[src/rtl/dec_accum_pkg.sv]
// dec_accum_pkg: shared FSM state type and digit constants for the decimal accumulator.
package dec_accum_pkg;
  typedef enum logic [1:0] {ACC, FRAC, DONE} dec_state_e;
  localparam logic [3:0] DIGIT_MAX    = 4'd9;
  localparam logic [3:0] ROUND_THRESH = 4'd5;
endpackage

[src/rtl/dec_accum_mac10.sv]
// dec_mac10: combinational saturating acc*10+d, built from shifts and adds.
module dec_mac10 #(
  parameter int WIDTH_P = 8
) (
  input  logic [WIDTH_P-1:0] acc_i,
  input  logic [3:0]         digit_i,
  output logic [WIDTH_P-1:0] sum_o,
  output logic               sat_o
);
  logic [WIDTH_P+3:0] full;
  // Four guard bits hold (2**W-1)*10+9 without wrapping.
  assign full  = ({4'b0, acc_i} << 3) + ({4'b0, acc_i} << 1) + {{WIDTH_P{1'b0}}, digit_i};
  assign sat_o = |full[WIDTH_P+3:WIDTH_P];
  assign sum_o = sat_o ? '1 : full[WIDTH_P-1:0];
endmodule

[src/rtl/dec_accum.sv]
// dec_accum: streaming MSD-first decimal-to-binary accumulator with saturation and error flags.
// Define DEC_ACCUM_ROUND_EN to round on the first fractional digit instead of truncating.
module dec_accum
  import dec_accum_pkg::*;
#(
  parameter int WIDTH_P = 8
) (
  input  logic               clk_i,
  input  logic               reset_i,
  input  logic [3:0]         digit_i,
  input  logic               point_i,
  input  logic               last_i,
  input  logic               valid_i,
  output logic               ready_o,
  output logic [WIDTH_P-1:0] value_o,
  output logic               ovf_o,
  output logic               err_o,
  output logic               valid_o,
  input  logic               ready_i
);
  dec_state_e         state_q, state_d;
  logic [WIDTH_P-1:0] acc_q, acc_d, mac_sum;
  logic               ovf_q, ovf_d, err_q, err_d, mac_sat;
`ifdef DEC_ACCUM_ROUND_EN
  logic               round_q, round_d, seen_q, seen_d;
`endif

  dec_mac10 #(.WIDTH_P(WIDTH_P)) u_mac (
    .acc_i  (acc_q),
    .digit_i(digit_i),
    .sum_o  (mac_sum),
    .sat_o  (mac_sat)
  );

  assign ready_o = state_q != DONE;
  assign valid_o = state_q == DONE;
  assign value_o = acc_q;
  assign ovf_o   = ovf_q;
  assign err_o   = err_q;

  always_comb begin
    state_d = state_q;
    acc_d   = acc_q;
    ovf_d   = ovf_q;
    err_d   = err_q;
`ifdef DEC_ACCUM_ROUND_EN
    round_d = round_q;
    seen_d  = seen_q;
`endif
    if (state_q == DONE) begin
      if (ready_i) begin
        state_d = ACC;
        acc_d   = '0;
        ovf_d   = 1'b0;
        err_d   = 1'b0;
`ifdef DEC_ACCUM_ROUND_EN
        round_d = 1'b0;
        seen_d  = 1'b0;
`endif
      end
    end else if (valid_i) begin
      if (last_i) begin
        state_d = DONE;
`ifdef DEC_ACCUM_ROUND_EN
        if (round_q) begin
          acc_d = &acc_q ? acc_q : acc_q + 1'b1;
          ovf_d = ovf_q | (&acc_q);
        end
`endif
      end else if (point_i) begin
        err_d   = err_q | (state_q == FRAC);
        state_d = FRAC;
      end else if (digit_i > DIGIT_MAX) begin
        err_d = 1'b1;
      end else if (state_q == ACC) begin
        acc_d = mac_sum;
        ovf_d = ovf_q | mac_sat;
      end
`ifdef DEC_ACCUM_ROUND_EN
      else if (!seen_q) begin
        seen_d  = 1'b1;
        round_d = digit_i >= ROUND_THRESH;
      end
`endif
    end
  end

  always_ff @(posedge clk_i) begin
    if (reset_i) begin
      state_q <= ACC;
      acc_q   <= '0;
      ovf_q   <= 1'b0;
      err_q   <= 1'b0;
`ifdef DEC_ACCUM_ROUND_EN
      round_q <= 1'b0;
      seen_q  <= 1'b0;
`endif
    end else begin
      state_q <= state_d;
      acc_q   <= acc_d;
      ovf_q   <= ovf_d;
      err_q   <= err_d;
`ifdef DEC_ACCUM_ROUND_EN
      round_q <= round_d;
      seen_q  <= seen_d;
`endif
    end
  end
endmodule

[config.mk]
export PLATFORM = sky130hd
export DESIGN_NAME = dec_accum
export DESIGN_NICKNAME = d
export VERILOG_FILES = /design/src/rtl/dec_accum_pkg.sv /design/src/rtl/dec_accum_mac10.sv /design/src/rtl/dec_accum.sv
export SDC_FILE = /design/constraint.sdc
export NUM_CORES = 1
export LEC_CHECK = 0
export BUFFER_PORTS_ARGS = -buffer_cell sky130_fd_sc_hd__buf_2
export CORE_MARGIN = 3
export CORE_UTILIZATION = 23
export DETAILED_ROUTE_END_ITERATION = 8
export GPL_ROUTABILITY_DRIVEN = 0
export HOLD_SLACK_MARGIN = 0.1
export PLACE_DENSITY = 0.39
export RECOVER_POWER = 25
export SETUP_SLACK_MARGIN = 0.3
export SYNTH_ARGS = -nofsm -noshare
export SYNTH_HDL_FRONTEND = slang
export SYNTH_SLANG_ARGS = --single-unit
[constraint.sdc]
create_clock -name clk_i -period 2.55 [get_ports clk_i]
set_input_delay 0 -clock clk_i [delete_from_list [all_inputs] [get_ports clk_i]]
set_output_delay 0 -clock clk_i [all_outputs]
set_load 0.01 [all_outputs]
==> metrics <==
Buf+Inv Stages, Crit Path 1; initial antenna violation count 0; port bufs 21; TritonCTS Buffers 3; crit share post-route 93.2%; first-pass GRT wire length 5710 um; DR vias 1201; Initial Utilization 24.7%; 1st-iter DRT viols 45; pre-CTS setup slack 135 ps; Yosys reg bits 12; share of cells above drive strength 1 33.1%; CP top delay family compound AO/OA/AOI/OAI gates; Critical-path top delay cell dfxtp_1; Finished Cell Area 1580 um^2; core area 4940 um^2; R2R setup slack 170 ps; part of the Yosys area used for sequential elements 19.7%; # nets final 197; Final min period 2380 ps; die height 78.9 um; Synth top area share 19.7%; CTS Sinks 12; crit path DAT 2480 ps; # IOs 22; # diodes 0; clock edge transition at the registers on the reported setup and hold paths 60 ps; final core utilization 32.0%; post-route insts no fill 236; Sw Ratio 27.2%; CTS tree built; Area growth syn-to-layout 29.4%; ANT nets after route 0; Die Wd 78.9 um; total congestion overflow 0; CTS root buf clkbuf_8; Critical Path RT 2650 ps; RSZ-0062 raised after global routing true; Yosys top cell by area dfxtp_1; DRT Pass-1 Iters 4; worst clock skew 5.63 ps; drt wl/cell 14.5 um; Skew-Pair Late Insertion Delay 240 ps; Syn Std Cell Area 1220 um^2; critical-path maximum fanout 6; dpl hpwl 2600 um; Rows 25; kind of end point of the critical path flip-flop; net count after synthesis 163; placed insts 225; critical path, cell by cell ha_1 -> ha_1 -> a21o_1 -> a31oi_1 -> nand2_2 -> a311oi_4 -> buf_6 -> a41oi_2; Final WS setup 173 ps; setup TNS 0 ps; Total GRT Usage 11.4%; Final Hold Fails 0; drt via density 5.09; Power Internal 0.347 mW; power per standard cell area 302 nW/um^2; Worst path most repeated cell ha_1; cells after synthesis 136; vias in the first global route 1205; Mean Syn Cell Area 8.99 um^2; Seq pwr share 41.9%; sw power 0.130 mW; Slew Limit Fails 0; Power Total 0.477 mW; Worst VDD drop 0.000205 V; CP peak stage delay 450 ps; Static Leakage 0.701 nW; drt total wl 3430 um; Synth cell types 43; Area after DPL 1420 um^2; startpoint type of the worst setup path flip-flop; max-cap viol count 0; Clk pwr share 37.2%; kind of critical path reg2reg; htree depth 1; combinational share of power 20.9%; Final Setup Violations 0; Fin Hold WS 99.1 ps; drt drc 0; run status completed; largest net degree at the start of global routing 15; Synth warnings 0; Synth area leaders dfxtp_1 20%, ha_1 15%, a31oi_1 5.1%, a2bb2oi_1 5.0%, a311oi_1 5.0%; Fmax 421 MHz; die footprint 6230 um^2; worst slew pin tran 479 ps; hold crit path type in2reg; slew margin rel. 68.0%; CTS max path bufs 2
-- power by group through the flow --
stage               logic (mW)  clock network, mW  registers (mW)
global route             0.110              0.199           0.201
CTS                     0.0953              0.185           0.201
global placement        0.0897                  0           0.206
floorplan               0.0762                  0           0.202
finish                  0.0995              0.177           0.200
detailed placement      0.0902                  0           0.206
-- worst reg2reg max path: cells and delay by family, from the launching register on --
family	cells	cell delay, ps
AOI/OAI and AO/OA	4	890
adders and majority gates	2	590
DFF	1	450
buffers and inverters	1	190
and+or+nand+nor	1	120
-- kinds of logic (layout without fill, tap and decap cells) --
group,Yosys count,in the layout,share of synthesized area [%]
compound gates,51,51,30.8
flops,12,12,19.7
mux,2,2,1.64
fa+ha+maj,17,17,18.6
xor+xnor,5,5,3.58
simple gates,36,36,17.1
buf+inv,13,46,8.60
-- worst paths after layout --
path / end / start / cells past startpoint
hold / removal: err_o$_SDFFE_PP0P_ / last_i / 4
setup / recovery: value_o[7]$_SDFFE_PP0P_ / value_o[3]$_SDFFE_PP0P_ / 8
setup reg to reg: value_o[7]$_SDFFE_PP0P_ / value_o[3]$_SDFFE_PP0P_ / 8
hold reg to reg: err_o$_SDFFE_PP0P_ / err_o$_SDFFE_PP0P_ / 2
-- layout by cell type (no fill, tap or decap), types with 2 or more instances in the layout --
cell type / instances
a21oi_1: 6
buf_6: 2
nand3_1: 3
a311oi_2: 4
a311oi_1: 3
clkbuf_1: 3
dlygate4sd3_1: 3
clkbuf_8: 3
nor2b_1: 3
nand2_2: 2
o211ai_1: 3
ha_1: 13
nand2_1: 3
buf_2: 19
nand2b_1: 2
nor2_1: 11
a2bb2oi_1: 7
buf_4: 8
a21o_1: 4
o21ai_0: 5
dfxtp_4: 3
mux2i_1: 2
dfxtp_1: 9
fa_2: 2
a31oi_1: 10
inv_1: 8
xnor2_1: 4
-- metal layers --
| layer | global-route usage (%) | up-vias | wire (um) |
|---|---|---|---|
| met2 | 19.3 | 30 | 1650 |
| met4 | 3.09 | 0 | 35 |
| met1 | 15.5 | 573 | 1620 |
| li1 | - | 594 | - |
| met3 | 1.13 | 4 | 126 |
| met5 | 0 | - | 0 |
-- cell type report --
type,count,area [um^2]
Sequential cell,12,251
Tap cell,67,83.8
Timing Repair Buffer,34,215
Inverter,8,30.0
Clock buffer,4,45.0
Fill cell,540,3360
Multi-Input combinational cell,111,956
-- state kept, by name (all words and copies together) (netlist names) --
signal,flops
err_o,1
state_q,2
value_o,8
ovf_o,1
-- synth_stat cells (all sizes together) --
library cell  instances
a21o                  4
or3                   1
a2bb2oi               7
inv                   8
o2111a                1
fa                    2
a21oi                 6
and2                  1
o21ai                 5
o21bai                1
clkbuf                3
or3b                  1
mux2i                 2
o211ai                3
nor2b                 4
ha                   15
a311oi                8
o22ai                 1
nor2                 11
nand2                 6
nand2b                2
nand3b                1
a41oi                 1
or2                   1
dfxtp                12
or4                   1
o21a                  1
bufbuf                1
nand4                 1
nor3                  2
buf                   1
xor2                  1
and4                  1
a211o                 1
o2bb2ai               1
xnor2                 4
nand3                 3
a31oi                10
o21ba                 1
-- what timing repair did --
| action | CTS | global route |
|---|---|---|
| buffers inserted | 2 | 1 |
| gates resized for setup | 12 | 6 |
| endpoints found under the setup margin | 9 | 9 |
| hold buffers | 2 | 1 |
| pin swaps | 16 | 8 |
| cloned | 1 | 0 |
| endpoints found under the hold margin | 5 | 1 |
Power figures use the tool's default switching activity.
